`src/rtl/matrix_keypad_scanner_if.sv`:
```
// Key-event stream from matrix_keypad_scanner toward its consumer.
// master drives the code/valid/overflow, slave returns ready.
interface matrix_keypad_scanner_if #(
    parameter int unsigned CODE_W = 5
);
    logic [CODE_W-1:0] o_data;
    logic              o_valid;
    logic              i_ready;
    logic              o_overflow;

    modport master (output o_data, output o_valid, output o_overflow, input i_ready);
    modport slave  (input o_data, input o_valid, input o_overflow, output i_ready);
endinterface

```
`src/rtl/matrix_keypad_scanner.sv`:
```
// matrix_keypad_scanner: scans an R x C key matrix plus discrete function pins, debounces
// whole frame results, rejects multi-key rollover and queues key codes in a small FIFO.
// Optional feature: define KEYPAD_AUTOREPEAT_EN to re-push a held key after REPEAT_DELAY
// frames and then every REPEAT_PERIOD frames.
module matrix_keypad_scanner #(
    parameter int unsigned NUM_ROWS        = 4,
    parameter int unsigned NUM_COLS        = 4,
    parameter int unsigned NUM_FUNC        = 6,
    parameter int unsigned SETTLE_CYCLES   = 3,
    parameter int unsigned DEBOUNCE_FRAMES = 4,
    parameter int unsigned FIFO_DEPTH      = 4
`ifdef KEYPAD_AUTOREPEAT_EN
    ,
    parameter int unsigned REPEAT_DELAY    = 32,
    parameter int unsigned REPEAT_PERIOD   = 8
`endif
) (
    input  logic                           clk,
    input  logic                           rst_n,
    output logic [NUM_ROWS-1:0]            o_word_lines,
    input  logic [NUM_COLS-1:0]            i_bit_lines,
    input  logic [NUM_FUNC-1:0]            i_func_pins,
    matrix_keypad_scanner_if.master        io_evt
);
    localparam int unsigned CODE_W = $clog2(NUM_ROWS * NUM_COLS + NUM_FUNC);
    localparam int unsigned ROW_W  = (NUM_ROWS > 1) ? $clog2(NUM_ROWS) : 1;
    localparam int unsigned SET_W  = $clog2(SETTLE_CYCLES + 1);
    localparam int unsigned DB_W   = $clog2(DEBOUNCE_FRAMES + 1);
    localparam int unsigned PTR_W  = $clog2(FIFO_DEPTH);
    localparam int unsigned CNT_W  = PTR_W + 1;

    typedef enum logic [1:0] {KindNone, KindKey, KindMulti} kind_e;

    logic [NUM_COLS-1:0] r_col_s1, r_col_s2;
    logic [NUM_FUNC-1:0] r_fn_s1, r_fn_s2;
    logic                r_run;
    logic [ROW_W-1:0]    r_row;
    logic [SET_W-1:0]    r_settle;
    logic [1:0]          r_acc_hits;
    logic [CODE_W-1:0]   r_acc_code;
    kind_e               r_last_kind, r_stable_kind, w_kind;
    logic [CODE_W-1:0]   r_last_code, r_stable_code;
    logic [DB_W-1:0]     r_match, w_match_nxt;
    logic                w_sample, w_frame_end;
    logic [1:0]          w_hits;
    logic [CODE_W-1:0]   w_code, w_res_code, w_push_code;
    logic                w_same_last, w_accept, w_push_evt, w_push, w_rep_push;

    logic [CODE_W-1:0]   r_mem [FIFO_DEPTH];
    logic [PTR_W-1:0]    r_wr_ptr, r_rd_ptr, w_rd_nxt;
    logic [CNT_W-1:0]    r_count;
    logic [CODE_W-1:0]   r_data, w_data_nxt;
    logic                r_ovf, w_full, w_pop, w_wr, w_drop;

    // Two-flop synchronisers for the asynchronous sense inputs.
    always_ff @(posedge clk or negedge rst_n) begin
        if (!rst_n) begin
            r_col_s1 <= '0;
            r_col_s2 <= '0;
            r_fn_s1  <= '0;
            r_fn_s2  <= '0;
        end else begin
            r_col_s1 <= i_bit_lines;
            r_col_s2 <= r_col_s1;
            r_fn_s1  <= i_func_pins;
            r_fn_s2  <= r_fn_s1;
        end
    end

    // Row scanner: each row held SETTLE_CYCLES+1 cycles, sampled on the last one.
    always_ff @(posedge clk or negedge rst_n) begin
        if (!rst_n) begin
            r_run    <= 1'b0;
            r_row    <= '0;
            r_settle <= '0;
        end else begin
            r_run <= 1'b1;
            if (w_sample) begin
                r_settle <= '0;
                r_row    <= (r_row == ROW_W'(NUM_ROWS - 1)) ? '0 : r_row + 1'b1;
            end else if (r_run) begin
                r_settle <= r_settle + 1'b1;
            end
        end
    end

    // Row drive and frame-result accumulation (hit count saturates at 2 = multi).
    always_comb begin
        o_word_lines = '0;
        if (r_run) o_word_lines[r_row] = 1'b1;
        w_sample    = r_run && (r_settle == SET_W'(SETTLE_CYCLES));
        w_frame_end = w_sample && (r_row == ROW_W'(NUM_ROWS - 1));
        w_hits      = r_acc_hits;
        w_code      = r_acc_code;
        for (int c = 0; c < NUM_COLS; c++) begin
            if (r_col_s2[c]) begin
                w_hits = (w_hits == 2'd0) ? 2'd1 : 2'd2;
                w_code = CODE_W'(int'(r_row) * int'(NUM_COLS) + c);
            end
        end
        if (w_frame_end) begin
            for (int f = 0; f < NUM_FUNC; f++) begin
                if (r_fn_s2[f]) begin
                    w_hits = (w_hits == 2'd0) ? 2'd1 : 2'd2;
                    w_code = CODE_W'(int'(NUM_ROWS * NUM_COLS) + f);
                end
            end
        end
        // Code is only meaningful for a single key; zero it so results compare cleanly.
        w_kind     = (w_hits == 2'd0) ? KindNone : (w_hits == 2'd1) ? KindKey : KindMulti;
        w_res_code = (w_kind == KindKey) ? w_code : '0;
    end

    // Partial frame accumulator, cleared at each frame end.
    always_ff @(posedge clk or negedge rst_n) begin
        if (!rst_n) begin
            r_acc_hits <= '0;
            r_acc_code <= '0;
        end else if (w_frame_end) begin
            r_acc_hits <= '0;
            r_acc_code <= '0;
        end else if (w_sample) begin
            r_acc_hits <= w_hits;
            r_acc_code <= w_code;
        end
    end

    // Debounce decision; only NONE/KEY -> KEY k transitions produce an event.
    always_comb begin
        w_same_last = (w_kind == r_last_kind) && (w_res_code == r_last_code);
        if (!w_same_last) begin
            w_match_nxt = DB_W'(1);
        end else if (r_match == DB_W'(DEBOUNCE_FRAMES)) begin
            w_match_nxt = r_match;
        end else begin
            w_match_nxt = r_match + 1'b1;
        end
        w_accept    = w_frame_end && (w_match_nxt == DB_W'(DEBOUNCE_FRAMES)) &&
                      !((w_kind == r_stable_kind) && (w_res_code == r_stable_code));
        w_push_evt  = w_accept && (w_kind == KindKey) && (r_stable_kind != KindMulti);
        w_push      = w_push_evt || w_rep_push;
        w_push_code = w_push_evt ? w_res_code : r_stable_code;
    end

    // Debounce state: last frame result, match run length and accepted (stable) result.
    always_ff @(posedge clk or negedge rst_n) begin
        if (!rst_n) begin
            r_last_kind   <= KindNone;
            r_last_code   <= '0;
            r_match       <= '0;
            r_stable_kind <= KindNone;
            r_stable_code <= '0;
        end else if (w_frame_end) begin
            r_last_kind <= w_kind;
            r_last_code <= w_res_code;
            r_match     <= w_match_nxt;
            if (w_accept) begin
                r_stable_kind <= w_kind;
                r_stable_code <= w_res_code;
            end
        end
    end

`ifdef KEYPAD_AUTOREPEAT_EN
    logic [15:0] r_rep_cnt;
    logic        r_rep_phase;
    logic [15:0] w_rep_thr;

    // Repeat timer: phase 0 waits REPEAT_DELAY frames, phase 1 REPEAT_PERIOD frames.
    always_comb begin
        w_rep_thr  = r_rep_phase ? 16'(REPEAT_PERIOD) : 16'(REPEAT_DELAY);
        w_rep_push = w_frame_end && !w_accept && (r_stable_kind == KindKey) &&
                     (r_rep_cnt + 16'd1 == w_rep_thr);
    end

    // Repeat counter restarts on any stable change.
    always_ff @(posedge clk or negedge rst_n) begin
        if (!rst_n) begin
            r_rep_cnt   <= '0;
            r_rep_phase <= 1'b0;
        end else if (w_frame_end) begin
            if (w_accept || (r_stable_kind != KindKey)) begin
                r_rep_cnt   <= '0;
                r_rep_phase <= 1'b0;
            end else if (w_rep_push) begin
                r_rep_cnt   <= '0;
                r_rep_phase <= 1'b1;
            end else begin
                r_rep_cnt <= r_rep_cnt + 16'd1;
            end
        end
    end
`else
    assign w_rep_push = 1'b0;
`endif

    // FIFO control and next head value; a pop frees a full slot for a same-cycle push.
    always_comb begin
        w_full     = (r_count == CNT_W'(FIFO_DEPTH));
        w_pop      = (r_count != '0) && io_evt.i_ready;
        w_wr       = w_push && (!w_full || w_pop);
        w_drop     = w_push && w_full && !w_pop;
        w_rd_nxt   = r_rd_ptr + 1'b1;
        w_data_nxt = r_data;
        if (w_pop) begin
            if (r_count > CNT_W'(1)) begin
                w_data_nxt = r_mem[w_rd_nxt];
            end else if (w_wr) begin
                w_data_nxt = w_push_code;
            end
        end else if ((r_count == '0) && w_wr) begin
            w_data_nxt = w_push_code;
        end
    end

    // FIFO storage (no reset needed; occupancy gates every read).
    always_ff @(posedge clk) begin
        if (w_wr) r_mem[r_wr_ptr] <= w_push_code;
    end

    // FIFO pointers, occupancy, registered head and sticky overflow.
    always_ff @(posedge clk or negedge rst_n) begin
        if (!rst_n) begin
            r_wr_ptr <= '0;
            r_rd_ptr <= '0;
            r_count  <= '0;
            r_data   <= '0;
            r_ovf    <= 1'b0;
        end else begin
            if (w_wr) r_wr_ptr <= r_wr_ptr + 1'b1;
            if (w_pop) r_rd_ptr <= w_rd_nxt;
            r_count <= r_count + CNT_W'(w_wr) - CNT_W'(w_pop);
            r_data  <= w_data_nxt;
            if (w_drop) begin
                r_ovf <= 1'b1;
            end else if (w_pop) begin
                r_ovf <= 1'b0;
            end
        end
    end

    assign io_evt.o_data     = r_data;
    assign io_evt.o_valid    = (r_count != '0);
    assign io_evt.o_overflow = r_ovf;

endmodule

```
`src/flat_wrapper.sv`:
```
// flat-port wrapper written by rule: the top's interface ports become plain ports
module matrix_keypad_scanner_flat 
#(
    parameter int unsigned NUM_ROWS        = 4,
    parameter int unsigned NUM_COLS        = 4,
    parameter int unsigned NUM_FUNC        = 6,
    parameter int unsigned SETTLE_CYCLES   = 3,
    parameter int unsigned DEBOUNCE_FRAMES = 4,
    parameter int unsigned FIFO_DEPTH      = 4

)
  (clk, rst_n, o_word_lines, i_bit_lines, i_func_pins, io_evt_o_data, io_evt_o_valid, io_evt_o_overflow, io_evt_i_ready);
  matrix_keypad_scanner_if #(.CODE_W((5))) io_evt_i ();
  input  logic clk;
  input  logic rst_n;
  output logic [NUM_ROWS-1:0] o_word_lines;
  input  logic [NUM_COLS-1:0] i_bit_lines;
  input  logic [NUM_FUNC-1:0] i_func_pins;
  output wire logic [$bits(io_evt_i.o_data)-1:0] io_evt_o_data;
  output wire logic [$bits(io_evt_i.o_valid)-1:0] io_evt_o_valid;
  output wire logic [$bits(io_evt_i.o_overflow)-1:0] io_evt_o_overflow;
  input wire logic [$bits(io_evt_i.i_ready)-1:0] io_evt_i_ready;
  assign io_evt_o_data = io_evt_i.o_data;
  assign io_evt_o_valid = io_evt_i.o_valid;
  assign io_evt_o_overflow = io_evt_i.o_overflow;
  assign io_evt_i.i_ready = io_evt_i_ready;
  matrix_keypad_scanner #(.NUM_ROWS(NUM_ROWS), .NUM_COLS(NUM_COLS), .NUM_FUNC(NUM_FUNC), .SETTLE_CYCLES(SETTLE_CYCLES), .DEBOUNCE_FRAMES(DEBOUNCE_FRAMES), .FIFO_DEPTH(FIFO_DEPTH)) u_core (.clk(clk), .rst_n(rst_n), .o_word_lines(o_word_lines), .i_bit_lines(i_bit_lines), .i_func_pins(i_func_pins), .io_evt(io_evt_i));
endmodule
```
`config.mk`:
```
export PLATFORM = sky130hd
export DESIGN_NAME = matrix_keypad_scanner_flat
export DESIGN_NICKNAME = d
export VERILOG_FILES = /design/src/rtl/matrix_keypad_scanner_if.sv /design/src/rtl/matrix_keypad_scanner.sv /design/src/flat_wrapper.sv
export SDC_FILE = /design/constraint.sdc
export NUM_CORES = 1
export LEC_CHECK = 0
export CAP_MARGIN = 20
export CORE_UTILIZATION = 55
export DETAILED_ROUTE_END_ITERATION = 12
export HOLD_SLACK_MARGIN = 0.12
export PLACE_DENSITY = 0.82
export SETUP_SLACK_MARGIN = 0.1
export SYNTH_ARGS = -nofsm -noshare
export SYNTH_HDL_FRONTEND = slang
export SYNTH_SLANG_ARGS = --single-unit
```
`constraint.sdc`:
```
create_clock -name clk -period 12.32 [get_ports clk]
set_input_delay 1.848 -clock clk [delete_from_list [all_inputs] [get_ports clk]]
set_output_delay 1.848 -clock clk [all_outputs]
set_load 0.02 [all_outputs]
```
==> results of run 1 <==
[how the worst min path moves through the flow]
stage	to	startpoint	slack [ps]	cells after the start
2_1_floorplan	u_core.r_col_s2[0]$_DFF_PN0_	u_core.r_col_s1[0]$_DFF_PN0_	330	0
3_3_place_gp	u_core.r_fn_s2[4]$_DFF_PN0_	u_core.r_fn_s1[4]$_DFF_PN0_	330	0
3_5_place_dp	u_core.r_col_s2[3]$_DFF_PN0_	u_core.r_col_s1[3]$_DFF_PN0_	330	0
4_1_cts	u_core.r_col_s2[3]$_DFF_PN0_	u_core.r_col_s1[3]$_DFF_PN0_	350	0
5_1_grt	u_core.r_col_s2[3]$_DFF_PN0_	u_core.r_col_s1[3]$_DFF_PN0_	370	0
6_report	u_core.r_col_s2[3]$_DFF_PN0_	u_core.r_col_s1[3]$_DFF_PN0_	350	0
[registers in the layout, indices dropped and copies added (netlist names), 4 cells and up]
| signal | cells |
|---|---|
| u_core.r_mem | 20 |
| u_core.r_fn_s1 | 6 |
| u_core.r_fn_s2 | 6 |
| u_core.io_evt.o_data | 5 |
| u_core.r_acc_code | 5 |
| u_core.r_last_code | 5 |
| u_core.r_stable_code | 5 |
| u_core.r_col_s1 | 4 |
| u_core.r_col_s2 | 4 |
[synthesized netlist by cell type (4+ instances only)]
cell type / count
edfxtp_1: 20
xnor2_1: 12
xor2_1: 4
o21a_1: 4
nand2b_1: 5
a31oi_1: 4
nor3_1: 12
mux2_4: 10
a21oi_1: 12
clkbuf_1: 12
dfrtp_1: 62
mux4_2: 5
nand3_1: 6
o21ai_0: 15
o31ai_1: 4
ha_1: 15
nor2_1: 18
and2_1: 11
inv_1: 18
a21o_1: 4
buf_2: 5
a31o_1: 6
nand2_1: 29
a211oi_1: 7
[placed cells by master (no fill, tap or decap), types with 4 or more instances in the layout]
master / synthesis / routed
a211oi_1: 7 / 7
a31oi_1: 4 / 4
a21o_1: 4 / 4
xnor2_1: 12 / 12
dfrtp_1: 62 / 62
o21a_1: 4 / 4
clkbuf_8: 0 / 9
nor2_1: 18 / 18
clkdlybuf4s50_1: 0 / 22
inv_1: 18 / 18
nand2_1: 29 / 29
nand2b_1: 5 / 5
and2_1: 11 / 11
o21ai_0: 15 / 15
a21oi_1: 12 / 12
nand3_1: 6 / 6
nor3_1: 12 / 12
mux2_4: 10 / 10
ha_1: 15 / 15
a31o_1: 6 / 6
o31ai_1: 4 / 4
edfxtp_1: 20 / 20
mux4_2: 5 / 5
xor2_1: 4 / 4
[metal layers]
layer	up-vias	part of all wire	track usage
met4	0	0.018	0.09635
met1	1528	0.46	0.3217
met2	103	0.47	0.3640
met3	15	0.047	0.04395
li1	1429	-	-
met5	-	0	0
[cells by family after synthesis]
kind of cell    synth area share
buf+inv                  0.04297
mux                      0.07464
simple gates              0.1450
xor+xnor                 0.03166
other cells            0.0008474
fa+ha+maj                0.05146
flops                     0.4863
compound gates            0.1671
[per-stage QoR]
| stage | instance area (µm²) | power, mW | std cells | util |
|---|---|---|---|---|
| floorplan | 4425 | 0.5404 | 385 | - |
| global placement | 4663 | 0.6082 | 488 | 0.6004 |
| detailed placement | 4663 | 0.6195 | 488 | 0.6004 |
| CTS | 4892 | 0.8447 | 504 | 0.6298 |
| global route | 4892 | 0.8856 | 504 | 0.6298 |
| finish | 4892 | 0.8397 | 504 | 0.6298 |
[worst reg2reg max path: stages (launching register included)]
cell	delay, ps
dfrtp_1	460
ha_1	370
nand3_1	560
a31oi_1	500
a21o_1	240
xnor2_1	90
and4b_1	190
o211a_1	230
o2111ai_2	560
and3_1	410
ha_1	190
inv_1	50
fa_1	390
xor2_1	170
[power groups by stage]
stage | logic, mW | registers (mW) | clock network (mW)
after floorplan | 0.185 | 0.356 | 0
after global placement | 0.242 | 0.366 | 0
after detailed placement | 0.249 | 0.370 | 0
after CTS | 0.252 | 0.365 | 0.228
after global routing | 0.277 | 0.372 | 0.236
final | 0.251 | 0.365 | 0.224
[area by class of cell]
cell class | instances | area, µm² | area share
Inverter | 18 | 67.56 | 0.01381
Tap cell | 102 | 127.6 | 0.02609
Sequential cell | 82 | 2152 | 0.4399
Timing Repair Buffer | 24 | 232.7 | 0.04757
Clock inverter | 7 | 105.1 | 0.02148
Clock buffer | 9 | 123.9 | 0.02532
Multi-Input combinational cell | 262 | 2083 | 0.4258
==> impl_results.md, run 1 <==
- Worst path most repeated cell: ha_1
- Worst slew margin: 0.4721
- Clk_lat worst skew: 350 ps
- Dpl ws: 7851 ps
- Gpl congestion: 0.8613
- Data required, critical path: 12,570 ps
- Yosys top cell by area: dfrtp_1
- Pin count of the biggest net entering global routing: 63
- Initial antenna violation count: 0
- Min-Delay Path Class: reg -> reg
- Tcrit/Tclk final: 0.3649
- Area grow syn2layout: 10.55%
- Psw: 0.2906 mW
- CTS root buffer: clkbuf_8
- Worst path depth: 13
- Top-area cell type share of the netlist area: 0.3506
- Core area: 7767 µm²
- Reg2reg start: u_core.r_row[1]$_DFFE_PN0P_
- Final hold slack: 352.8 ps
- Setup violators final: 0
- PostCTS Resize Cnt: 0
- Clock Tree Buf Depth: 2
- CP cell instances: ha_1 > nand3_1 > a31oi_1 > a21o_1 > xnor2_1 > and4b_1 > o211a_1 > o2111ai_2 > and3_1 > ha_1 > inv_1 > fa_1 > xor2_1
- Synth Flop Type: dfrtp_1
- WL/cell: 17.37 µm
- Part of the power in combinational logic: 0.299
- Number of global-route vias before repair: 3,011
- Clock Power Share: 0.266
- Crit start category: flip-flop
- Reg2reg end: u_core.r_count[2]$_DFF_PN0_
- Highest Clock Rate: 0.2224 GHz
- Die W: 91.70 µm
- Post-synthesis sequential area ratio: 0.4863
- Crit path capture type: flip-flop
- Top delay family on crit path: compound AO/OA/AOI/OAI gates
- IR drop worst, VDD: 103.0 µV
- Max-slew violations: 0
- Tot GR Track Use: 0.2330
- Asr flop ratio synth: 0.7561
- Synth Instances: 385
- Critical path arrival: 4750 ps
- Final hold vios: 0
- Ys Warns: 0
- Die Area: 8409 µm²
- Post-synth cell types: 76
- TritonRoute pass-1 iters: 4
- First-pass GRT wire length: 14,920 µm
- Die height: 91.70 µm
- WL final: 8756 µm
- R2R cell count: 13
- Share of layout cells above drive strength 1: 0.1343
- Setup crit start: u_core.r_row[1]$_DFFE_PN0P_
- Leakage: 1.962 nW
- Hold buffer count at CTS: 0
- Final HPWL DP: 6264 µm
- CP peak stage delay: 560 ps
- Reg2reg setup slack: 7820 ps
- Post-route setup TNS: 0 ps
- MaxCap Viol Count: 0
- WP buf/inv: 1
- Setup ws final: 7824 ps
- Remaining DRCs: 0
- Antenna Cells: 0
- Syn Nets: 414
- Worst-Margin Slew: 791.8 ps
- Crit path kind: reg -> reg
- Final nets: 426
- Via count: 3,075
- Ranking of synthesized cells by area: dfrtp_1, edfxtp_1, ha_1
- Crit path max-delay cell type: nand3_1
- Fill count: 608
- Mean area per synthesized cell: 11.49 µm²
- I/O pins: 24
- Net Sw Frac: 0.3461
- Minimum clock period: 4496 ps
- H-tree levels: 3
- Final ANT Viol Nets: 0
- Global route overflow: 0
- Worst Skew: 7.865 ps
- Post-synth EDFFs: 20
- Pwr Density: 171.6 nW/µm²
- Flop pwr share: 0.435
- Seq cells post-synth: 82
- Mapped Area: 4425 µm²
- Worst-path clk slew: 90 ps
- Iteration-0 DRC Markers: 222
- Status: finished clean
- Int Power: 0.5491 mW
- Clk sinks: 82
- Starting Density: 0.5697
- Post-CTS setup buffers: 0
- Via density: 6.101
- Total CTS buffers: 9
- # rows: 32
- Buffers added on ports: 23
- CTS tree: yes
- RSZ-0062 raised after global routing: no
- Critical Path Fanout Max: 21
- Crit path to: u_core.r_count[2]$_DFF_PN0_
No activity file was read; power rests on OpenSTA's default activity.
==> run 2, diff against run 1 <==
--- a/config.mk
+++ b/config.mk
@@ -6,10 +6,10 @@
 export NUM_CORES = 1
 export LEC_CHECK = 0
 export CAP_MARGIN = 20
-export CORE_UTILIZATION = 55
+export CORE_UTILIZATION = 54
 export DETAILED_ROUTE_END_ITERATION = 12
 export HOLD_SLACK_MARGIN = 0.12
-export PLACE_DENSITY = 0.82
+export PLACE_DENSITY = 0.84
 export SETUP_SLACK_MARGIN = 0.1
 export SYNTH_ARGS = -nofsm -noshare
 export SYNTH_HDL_FRONTEND = slang
==> constraint.sdc (replaced) <==
create_clock -name clk -period 3.88 [get_ports clk]
set_input_delay 0.582 -clock clk [delete_from_list [all_inputs] [get_ports clk]]
set_output_delay 0.582 -clock clk [all_outputs]
set_load 0.02 [all_outputs]
==> run 2 against run 1 <==
Against the previous run:
- fmax is 18% higher
- flip-flop and latch count stayed put
- critical endpoint is now u_core.r_count[1]$_DFF_PN0_
- count of clock-buffer cells in the layout did not move
- critical path type unchanged
- clock power rose to 2.8 times the previous value
- via count grew 9.8%
- design area increased by 7.5%
- routed wire length rose by 17%
- total power rose to 3.2 times the previous value
- global-route usage up 0.90 points
==> impl_results.md, run 2 (synthesized netlist as in run 1, its figures left out) <==
- Final Cell Area: 5261 µm² (+7.5%)
- Final Util: 0.6739 (+0.04405)
- Antenna Cells: 0 (unchanged)
- Psw: 0.9826 mW (+240%)
- Critical Path Fanout Max: 8 (-62%)
- Int Power: 1.745 mW (+220%)
- Via count: 3,377 (+9.8%)
- Tcrit/Tclk final: 0.9798 (+0.6149)
- Clock Tree Buf Depth: 2 (unchanged)
- Clk_lat worst skew: 370 ps (+20 ps)
- Share of layout cells above drive strength 1: 0.2546 (+0.1203)
- First-pass GRT wire length: 15,670 µm (+5.0%)
- Number of global-route vias before repair: 3,096 (+2.8%)
- Crit path kind: reg -> reg
- Pin count of the biggest net entering global routing: 39 (-38%)
- Total CTS buffers: 9 (unchanged)
- Setup crit start: u_core.r_col_s2[3]$_DFF_PN0_
- Buffers added on ports: 23 (unchanged)
- Max reg flops: 20 (unchanged)
- Reg2reg start: u_core.r_col_s2[3]$_DFF_PN0_
- Placed cell area: 4847 µm² (+3.9%)
- MaxCap Viol Count: 0 (unchanged)
- Pwr Density: 518.3 nW/µm² (+200%)
- Worst-path clk slew: 90 ps (about the same)
- CTS root buffer: clkbuf_8
- Tot GR Track Use: 0.2420 (+0.008977)
- Most flops, register: u_core.r_mem
- Worst-Margin Slew: 567.0 ps (-224.9 ps)
- Status: finished clean
- Crit path max-delay cell type: fa_2
- Die W: 92.53 µm (+0.91%)
- CTS tree: yes
- Register area: 2156 µm² (+0.17%)
- Gpl congestion: 0.8887 (+3.2%)
- Commonest non-fill, non-tap cell in the layout: dfrtp_1
- Crit start category: flip-flop
- H-tree levels: 3 (unchanged)
- Leakage: 2.142 nW (+9.2%)
- # rows: 32 (unchanged)
- Final nets: 460 (+8.0%)
- WL/cell: 19.07 µm (+9.8%)
- Reg2reg end: u_core.r_count[1]$_DFF_PN0_
- Most frequent cells in the layout: dfrtp_1, buf_4, nand2_1, clkdlybuf4s50_1, edfxtp_1
- Final ANT Viol Nets: 0 (unchanged)
- Core area: 7807 µm² (+0.52%)
- Fill count: 523 (-14%)
- Worst Skew: 19.44 ps (+11.57 ps)
- Critical path arrival: 4070 ps (-680 ps)
- RSZ-0062 raised after global routing: yes
- Setup ws final: 78.32 ps (-7746 ps)
- I/O pins: 24 (unchanged)
- Iteration-0 DRC Markers: 495 (+120%)
- Crit path capture type: flip-flop
- Hold buffer count at CTS: 0 (unchanged)
- Biggest regs: u_core.r_mem (20), u_core.r_fn_s1 (6), u_core.r_fn_s2 (6)
- R2R cell count: 15 (+2)
- CP peak stage delay: 520 ps (-40 ps)
- Reg2reg setup slack: 80 ps (-7750 ps)
- Highest Clock Rate: 0.2630 GHz (+18%)
- Minimum clock period: 3802 ps (-694.4 ps)
- Clock Power Share: 0.234 (-0.032)
- TritonRoute pass-1 iters: 5 (+1)
- Part of the power in combinational logic: 0.346 (+0.047)
- Flop pwr share: 0.421 (-0.014)
- Final HPWL DP: 6671 µm (+6.5%)
- Clk sinks: 82 (unchanged)
- Total chip power: 2.727 mW (+220%)
- Area of the multi-input gates: 2216 µm² (+6.4%)
- Dpl ws: 57.39 ps (-7794 ps)
- Global route overflow: 0 (unchanged)
- Top delay family on crit path: simple AND/OR/NAND/NOR gates
- Data required, critical path: 4150 ps (-8420 ps)
- Via density: 6.277 (+2.9%)
- Net Sw Frac: 0.3603 (+0.01423)
- Starting Density: 0.5668 (-0.002922)
- Max-slew violations: 0 (unchanged)
- Die height: 92.53 µm (+0.91%)
- Final hold vios: 0 (unchanged)
- Die Area: 8562 µm² (+1.8%)
- Min-Delay Path Class: in -> async
- WL final: 10,260 µm (+17%)
- WP buf/inv: 4 (+3)
- CP cell instances: buf_6 > nor4_4 > nand2_2 > o21a_1 > a2111oi_4 > buf_4 > o221a_4 > mux2_4 > mux2i_4 > nor3b_4 > and3_4 > ha_4 > inv_2 > fa_2 > inv_1
- Area grow syn2layout: 18.89%
- Setup violators final: 0 (unchanged)
- Worst slew margin: 0.6220 (+0.1499)
- Initial antenna violation count: 0 (unchanged)
- IR drop worst, VDD: 393.5 µV (+280%)
- Post-route setup TNS: 0 ps (unchanged)
- Remaining DRCs: 0 (unchanged)
run 2: routing by layer:
metal / global-route usage / routed length (µm)
met1: 0.3273 / 4187
met2: 0.3833 / 4982
met3: 0.05911 / 752
met4: 0.08073 / 337
met5: 0 / 0
run 2: worst max path at each step:
| stage | to | slack (ps) | cells past startpoint |
|---|---|---|---|
| final | u_core.r_count[1]$_DFF_PN0_ | 80 | 15 |
| after global routing | u_core.r_count[1]$_DFF_PN0_ | -40 | 15 |
| after CTS | u_core.r_count[1]$_DFF_PN0_ | 110 | 13 |
| after detailed placement | u_core.r_count[1]$_DFF_PN0_ | 60 | 12 |
| after global placement | u_core.r_mem[2][3]$_DFFE_PP_ | 130 | 11 |
| after floorplan | u_core.r_count[1]$_DFF_PN0_ | 120 | 16 |
run 2: worst reg2reg max path, delay by kind of cell (launching register included):
family	cells	cell delay, ps
and+or+nand+nor	4	1050
adders and majority gates	2	640
AOI/OAI and AO/OA	3	830
muxes	2	260
DFF	1	490
buffers and inverters	4	430
run 2: metrics by stage:
step           hold slack (ps)  instances
5_1_grt                  225.3        538
3_5_place_dp             336.3        509
2_1_floorplan            286.4        385
6_report                 194.3        538
4_1_cts                  198.0        528
3_3_place_gp             333.9        509
run 2: power by group through the flow:
stage / combinational, mW / sequential, mW / clock (mW)
after global placement: 0.846 / 1.15 / 0
after global routing: 1.03 / 1.17 / 0.683
after floorplan: 0.597 / 1.13 / 0
final: 0.943 / 1.15 / 0.637
after CTS: 0.895 / 1.14 / 0.647
after detailed placement: 0.887 / 1.16 / 0
run 2: cell type report:
| cell class | instances | share of cell area |
|---|---|---|
| Inverter | 18 | 0.01284 |
| Timing Repair Buffer | 58 | 0.09417 |
| Clock inverter | 7 | 0.01427 |
| Multi-Input combinational cell | 262 | 0.4212 |
| Sequential cell | 82 | 0.4098 |
| Tap cell | 102 | 0.02426 |
| Clock buffer | 9 | 0.02354 |
run 2: timing repair:
item	CTS	global route
pin swaps	2	13
setup endpoints to repair	30	49
buffers inserted	3	10
gates resized for setup	5	23
==> run 3, diff against run 2 <==
--- a/config.mk
+++ b/config.mk
@@ -6,8 +6,11 @@
 export NUM_CORES = 1
 export LEC_CHECK = 0
 export CAP_MARGIN = 20
-export CORE_UTILIZATION = 54
+export CELL_PAD_IN_SITES_DETAIL_PLACEMENT = 1
+export CELL_PAD_IN_SITES_GLOBAL_PLACEMENT = 1
+export CORE_UTILIZATION = 44
 export DETAILED_ROUTE_END_ITERATION = 12
+export GPL_TIMING_DRIVEN = 0
 export HOLD_SLACK_MARGIN = 0.12
 export PLACE_DENSITY = 0.84
 export SETUP_SLACK_MARGIN = 0.1
==> run 3 against run 2 <==
Against the previous run:
- highest routed layer unchanged
- count of clock-buffer cells in the layout unchanged
- largest cell class unchanged
- routed wire length is 12% higher
- critical endpoint unchanged
- worst hold slack improved by 49 ps
- setup slack got worse by 74 ps
- first-iteration DRC count shrank 68%
- clock power rose by 2%
- non-clock buffer count up 7
==> impl_results.md, run 3 (synthesized netlist as in run 1, its figures left out) <==
- Leakage: 2.143 nW (about the same)
- Commonest non-fill, non-tap cell in the layout: dfrtp_1
- Hold buffer count at CTS: 0 (unchanged)
- I/O pins: 24 (unchanged)
- Tcrit/Tclk final: 0.9990 (+0.01915)
- RSZ-0062 raised after global routing: yes
- Minimum clock period: 3876 ps (+74.29 ps)
- Final HPWL DP: 7398 µm (+11%)
- Global route overflow: 0 (unchanged)
- First-pass GRT wire length: 18,640 µm (+19%)
- Critical Path Fanout Max: 10 (+2)
- WL/cell: 19.99 µm (+4.8%)
- Die Area: 10,460 µm² (+22%)
- Number of global-route vias before repair: 3,632 (+17%)
- Final ANT Viol Nets: 0 (unchanged)
- Top delay family on crit path: compound AO/OA/AOI/OAI gates
- Core area: 9774 µm² (+25%)
- Area grow syn2layout: 21.68%
- Via density: 5.740 (-8.6%)
- CP cell instances: clkbuf_1 > a221oi_1 > a211oi_1 > a21oi_2 > nor3_1 > o21a_1 > o211ai_2 > nor3b_4 > and3_4 > buf_6 > ha_4 > inv_2 > fa_2 > inv_2
- Crit path capture type: flip-flop
- Die W: 102.3 µm (+11%)
- Clock Power Share: 0.236 (+0.002)
- Part of the power in combinational logic: 0.358 (+0.012)
- Post-route setup TNS: 0 ps (unchanged)
- Status: finished clean
- Tot GR Track Use: 0.2402 (-0.001755)
- Final nets: 467 (+1.5%)
- Worst-path clk slew: 90 ps (about the same)
- Placed cell area: 4867 µm² (+0.41%)
- Most flops, register: u_core.r_mem
- WL final: 11,520 µm (+12%)
- Flop pwr share: 0.407 (-0.014)
- Max-slew violations: 0 (unchanged)
- Total CTS buffers: 9 (unchanged)
- Final Cell Area: 5385 µm² (+2.4%)
- Die height: 102.3 µm (+11%)
- Iteration-0 DRC Markers: 160 (-68%)
- WP buf/inv: 4 (unchanged)
- Crit path kind: reg -> reg
- Worst-Margin Slew: 714.6 ps (+147.6 ps)
- Worst path most repeated cell: inv_2
- Critical path arrival: 4160 ps (+90 ps)
- Biggest regs: u_core.r_mem (20), u_core.r_fn_s1 (6), u_core.r_fn_s2 (6)
- Final Util: 0.5509 (-0.1229)
- Psw: 1.012 mW (+3.0%)
- MaxCap Viol Count: 0 (unchanged)
- Crit start category: flip-flop
- Gpl congestion: 0.8499 (-4.4%)
- Pin count of the biggest net entering global routing: 35 (-10%)
- CTS root buffer: clkbuf_8
- DP Cell Count: 542 (+6.5%)
- Clk_lat worst skew: 380 ps (about the same)
- Max reg flops: 20 (unchanged)
- Int Power: 1.738 mW (-0.38%)
- # rows: 36 (+13%)
- Net Sw Frac: 0.3680 (+0.007666)
- Initial antenna violation count: 0 (unchanged)
- IR drop worst, VDD: 242.1 µV (-38%)
- Via count: 3,306 (-2.1%)
- Starting Density: 0.4528 (-0.1141)
- TritonRoute pass-1 iters: 4 (-1)
- Min-Delay Path Class: in -> async
- H-tree levels: 3 (unchanged)
- Final hold vios: 0 (unchanged)
- Highest Clock Rate: 0.2580 GHz (-1.9%)
- Antenna Cells: 0 (unchanged)
- Final non-filler cell total: 576 (+7.1%)
- Data required, critical path: 4170 ps (+20 ps)
- Worst Skew: 13.98 ps (-5.454 ps)
- CP peak stage delay: 530 ps (about the same)
- Pwr Density: 510.6 nW/µm² (-1.5%)
- Worst slew margin: 0.5236 (-0.09838)
- CTS tree: yes
- Share of layout cells above drive strength 1: 0.2483 (-0.006280)
- Most frequent cells in the layout: dfrtp_1, nand2_1, clkdlybuf4s50_1, edfxtp_1
- Remaining DRCs: 0 (unchanged)
- Clock Tree Buf Depth: 2 (unchanged)
- Fill count: 1,039 (+99%)
- Buffers added on ports: 23 (unchanged)
- Setup violators final: 0 (unchanged)
- Crit path max-delay cell type: fa_2
- Clk sinks: 82 (unchanged)
[run 3: changes by cell type in the layout (fill, tap and decap cells not counted), moves of 4 or more]
cell / before / now
and2_4: 0 / 4
buf_2: 1 / 5
clkbuf_1: 0 / 9
buf_4: 33 / 17
buf_6: 2 / 9
[run 3: power groups by stage]
stage | registers, mW | clock network (mW) | logic [mW]
5_1_grt | 1.14 | 0.695 | 1.08
3_3_place_gp | 1.12 | 0 | 0.856
3_5_place_dp | 1.13 | 0 | 0.899
4_1_cts | 1.11 | 0.658 | 0.953
6_report | 1.12 | 0.648 | 0.984
2_1_floorplan | 1.13 | 0 | 0.597
[run 3: per-stage QoR]
stage | hold slack [ps] | power, mW | worst slack, ps
after floorplan | 286.4 | 1.728 | 117.8
after global placement | 331.5 | 1.974 | -439.0
after detailed placement | 336.3 | 2.026 | -657.2
after CTS | 265.1 | 2.724 | 17.04
after global routing | 299.5 | 2.914 | -126.7
final | 243.3 | 2.750 | 4.022
[run 3: final timing paths]
kind | endpoint | cells after the start | slack (ps) | from
max in group asynchronous | u_core.r_row[0]$_DFFE_PN0P_ | 2 | 2980 | rst_n
min in group clk | u_core.r_col_s2[1]$_DFF_PN0_ | 0 | 350 | u_core.r_col_s1[1]$_DFF_PN0_
max reg2reg | u_core.r_count[1]$_DFF_PN0_ | 14 | 4 | u_core.r_fn_s2[2]$_DFF_PN0_
min | u_core.r_count[1]$_DFF_PN0_ | 1 | 240 | rst_n
max | u_core.r_count[1]$_DFF_PN0_ | 14 | 4 | u_core.r_fn_s2[2]$_DFF_PN0_
min reg2reg | u_core.r_col_s2[1]$_DFF_PN0_ | 0 | 350 | u_core.r_col_s1[1]$_DFF_PN0_
[run 3: per-layer routing]
layer	vias to the layer above	wire length, µm	track usage
met5	-	0	0
met4	0	375	0.1077
met3	28	405	0.04856
met2	88	5764	0.4125
met1	1685	4970	0.2920
li1	1505	-	-
[run 3: worst register-to-register path: stages, from the launching register on]
cell      delay, ps
dfrtp_1         460
clkbuf_1        370
a221oi_1        190
a211oi_1        510
a21oi_2         260
nor3_1          370
o21a_1          220
o211ai_2        140
nor3b_4         260
and3_4          210
buf_6           100
ha_4            110
inv_2            30
fa_2            530
inv_2            30
[run 3: final cells by class]
type	count	area, µm²	share of cell area
Tap cell	133	166.4	0.03090
Clock buffer	9	123.9	0.02300
Clock inverter	7	75.07	0.01394
Multi-Input combinational cell	262	2261	0.4198
Buffer	23	145.1	0.02695
Sequential cell	82	2155	0.4001
Inverter	18	67.56	0.01255
Timing Repair Buffer	42	391.6	0.07272
[run 3: repair_timing]
item                                    4_1_cts  5_1_grt
pin swaps                                    15       18
resized for setup                            28       24
endpoints found under the setup margin       58       57
buffers inserted                             13        5
==> RTL change, RTL diff (config.mk and constraints of run 2) <==
`DEBOUNCE_FRAMES` is set to 4 in 2 places; all go to 8.
--- a/src/rtl/matrix_keypad_scanner.sv
+++ b/src/rtl/matrix_keypad_scanner.sv
@@ -7,7 +7,7 @@
     parameter int unsigned NUM_COLS        = 4,
     parameter int unsigned NUM_FUNC        = 6,
     parameter int unsigned SETTLE_CYCLES   = 3,
-    parameter int unsigned DEBOUNCE_FRAMES = 4,
+    parameter int unsigned DEBOUNCE_FRAMES = 8,
     parameter int unsigned FIFO_DEPTH      = 4
 `ifdef KEYPAD_AUTOREPEAT_EN
     ,
--- a/src/flat_wrapper.sv
+++ b/src/flat_wrapper.sv
@@ -5,7 +5,7 @@
     parameter int unsigned NUM_COLS        = 4,
     parameter int unsigned NUM_FUNC        = 6,
     parameter int unsigned SETTLE_CYCLES   = 3,
-    parameter int unsigned DEBOUNCE_FRAMES = 4,
+    parameter int unsigned DEBOUNCE_FRAMES = 8,
     parameter int unsigned FIFO_DEPTH      = 4
 
 )
Formal check against the unedited RTL: no difference found for any inputs over 10 cycles, from zero or initial values and one cycle with rst_n low; that may be too few to reach the edited logic, so the function may still have changed.
==> RTL change against run 2 <==
  * Worst setup slack better by 0.073 ns
  * Final area is 1.9% higher
  * Sequential cell count up 1
  * Non-clock buffer count down 2
  * Count of clock-buffer cells in the layout up 1
  * Area after synthesis up 3.4%
  * Power grew 2.2%
  * Synthesized cell count rose by 13%
  * Final cell count up 9.5%
  * Routed wire length up 3.9%
==> RTL change: results (changes against run 2) <==
register area share after synthesis = 0.476 (was 0.486)
Commonest cells post-synth = 63 x dfrtp_1, 34 x nand2_1, 31 x nor2_1, 31 x o21ai_0, 20 x edfxtp_1 (was 62 x dfrtp_1, 29 x nand2_1, 20 x edfxtp_1, 18 x inv_1, 18 x nor2_1)
drt initial violations = 379 (was 495)
FF+latch area = 2180 sq um (was 2160 sq um)
global router's overall resource usage = 0.253 (was 0.242)
CTS Sinks = 83 (was 82)
Logic power comb = 0.982 mW (was 0.943 mW)
met3 GRT Util = 0.0396 (was 0.0591)
largest cells by area after synthesis = dfrtp_1 34%, edfxtp_1 13%, ha_1 4.1% (was dfrtp_1 35%, edfxtp_1 14%, ha_1 4.2%)
non-filler cells, final = 589 (was 538)
Hold WS = 0.354 ns (was 0.194 ns)
vias = 3723 (was 3377)
status = finished, final reports clean (unchanged)
Syn Nets = 464 (was 414)
Synth Area in XOR/XNOR = 0.0211 (was 0.0317)
CP Max Fanout = 12 (was 8)
met1 Use GR = 0.352 (was 0.327)
largest net degree at the start of global routing = 41 (was 39)
post-CTS sizing = 6 (was 5)
Non-CTS inverters = 19 (was 18)
Top delay family on crit path = adder cells (was simple AND/OR/NAND/NOR gates)
Max-Slew Margin vs Limit = 0.368 (was 0.622)
Async SR Flop Fraction = 0.759 (was 0.756)
post-DR wirelength/cell = 18.1 microns (was 19.1 microns)
Post-DP HPWL = 7.36 mm (was 6.67 mm)
Die ar. = 8850 sq um (was 8560 sq um)
layout filler cell count = 606 (was 523)
Place WS = 0.0111 ns (was 0.0574 ns)
Detail Route met2 WL = 5.17 mm (was 4.98 mm)
Post CTS Setup Buffer Count = 0 (was 3)
R2R Setup Slk = 0.15 ns (was 0.08 ns)
Synth Area in Adders = 0.0498 (was 0.0515)
Inst Count DP = 567 (was 509)
Area Overhead vs Synth = 17.2% (was 18.9%)
met2 Usage GRT = 0.397 (was 0.383)
multi-input combinational cell count = 310 (was 262)
clock skew = 0.0106 ns (was 0.0194 ns)
Compound-Gate Fraction of Synth Area = 0.172 (was 0.167)
first-pass GRT wire length = 16.9 mm (was 15.7 mm)
Sw Share = 0.366 (was 0.360)
VDD IR-drop max = 0.000435 V (was 0.000394 V)
Worst EP arrival = 3.97 ns (was 4.07 ns)
area post-placement = 5020 sq um (was 4850 sq um)
worst min-delay path class = reg2reg (was in2async)
leakage = 2.16 nW (was 2.14 nW)
Max stage delay on crit path = 0.59 ns (was 0.52 ns)
post-synthesis average cell area = 10.5 sq um (was 11.5 sq um)
## RTL change: cell types whose count changed after synthesis, moves of 5 or more
cell | run 2 | this run
nor2_1 | 18 | 31
or3_1 | 1 | 6
o31ai_1 | 4 | 11
nand2_1 | 29 | 34
or2_2 | 2 | 7
o21ai_0 | 15 | 31
mux2_4 | 10 | 4
a31o_1 | 6 | 0
## RTL change: worst paths after layout
path,startpoint,depth (start not counted),to
setup / recovery,u_core.r_fn_s2[0],10,u_core.r_count[1]
hold reg to reg,u_core.r_fn_s1[4],0,u_core.r_fn_s2[4]
setup reg to reg,u_core.r_fn_s2[0],10,u_core.r_count[1]
max in group asynchronous,rst_n,2,u_core.r_col_s2[2]
min in group asynchronous,rst_n,1,u_core.io_evt.o_data[0]
hold / removal,u_core.r_fn_s1[4],0,u_core.r_fn_s2[4]
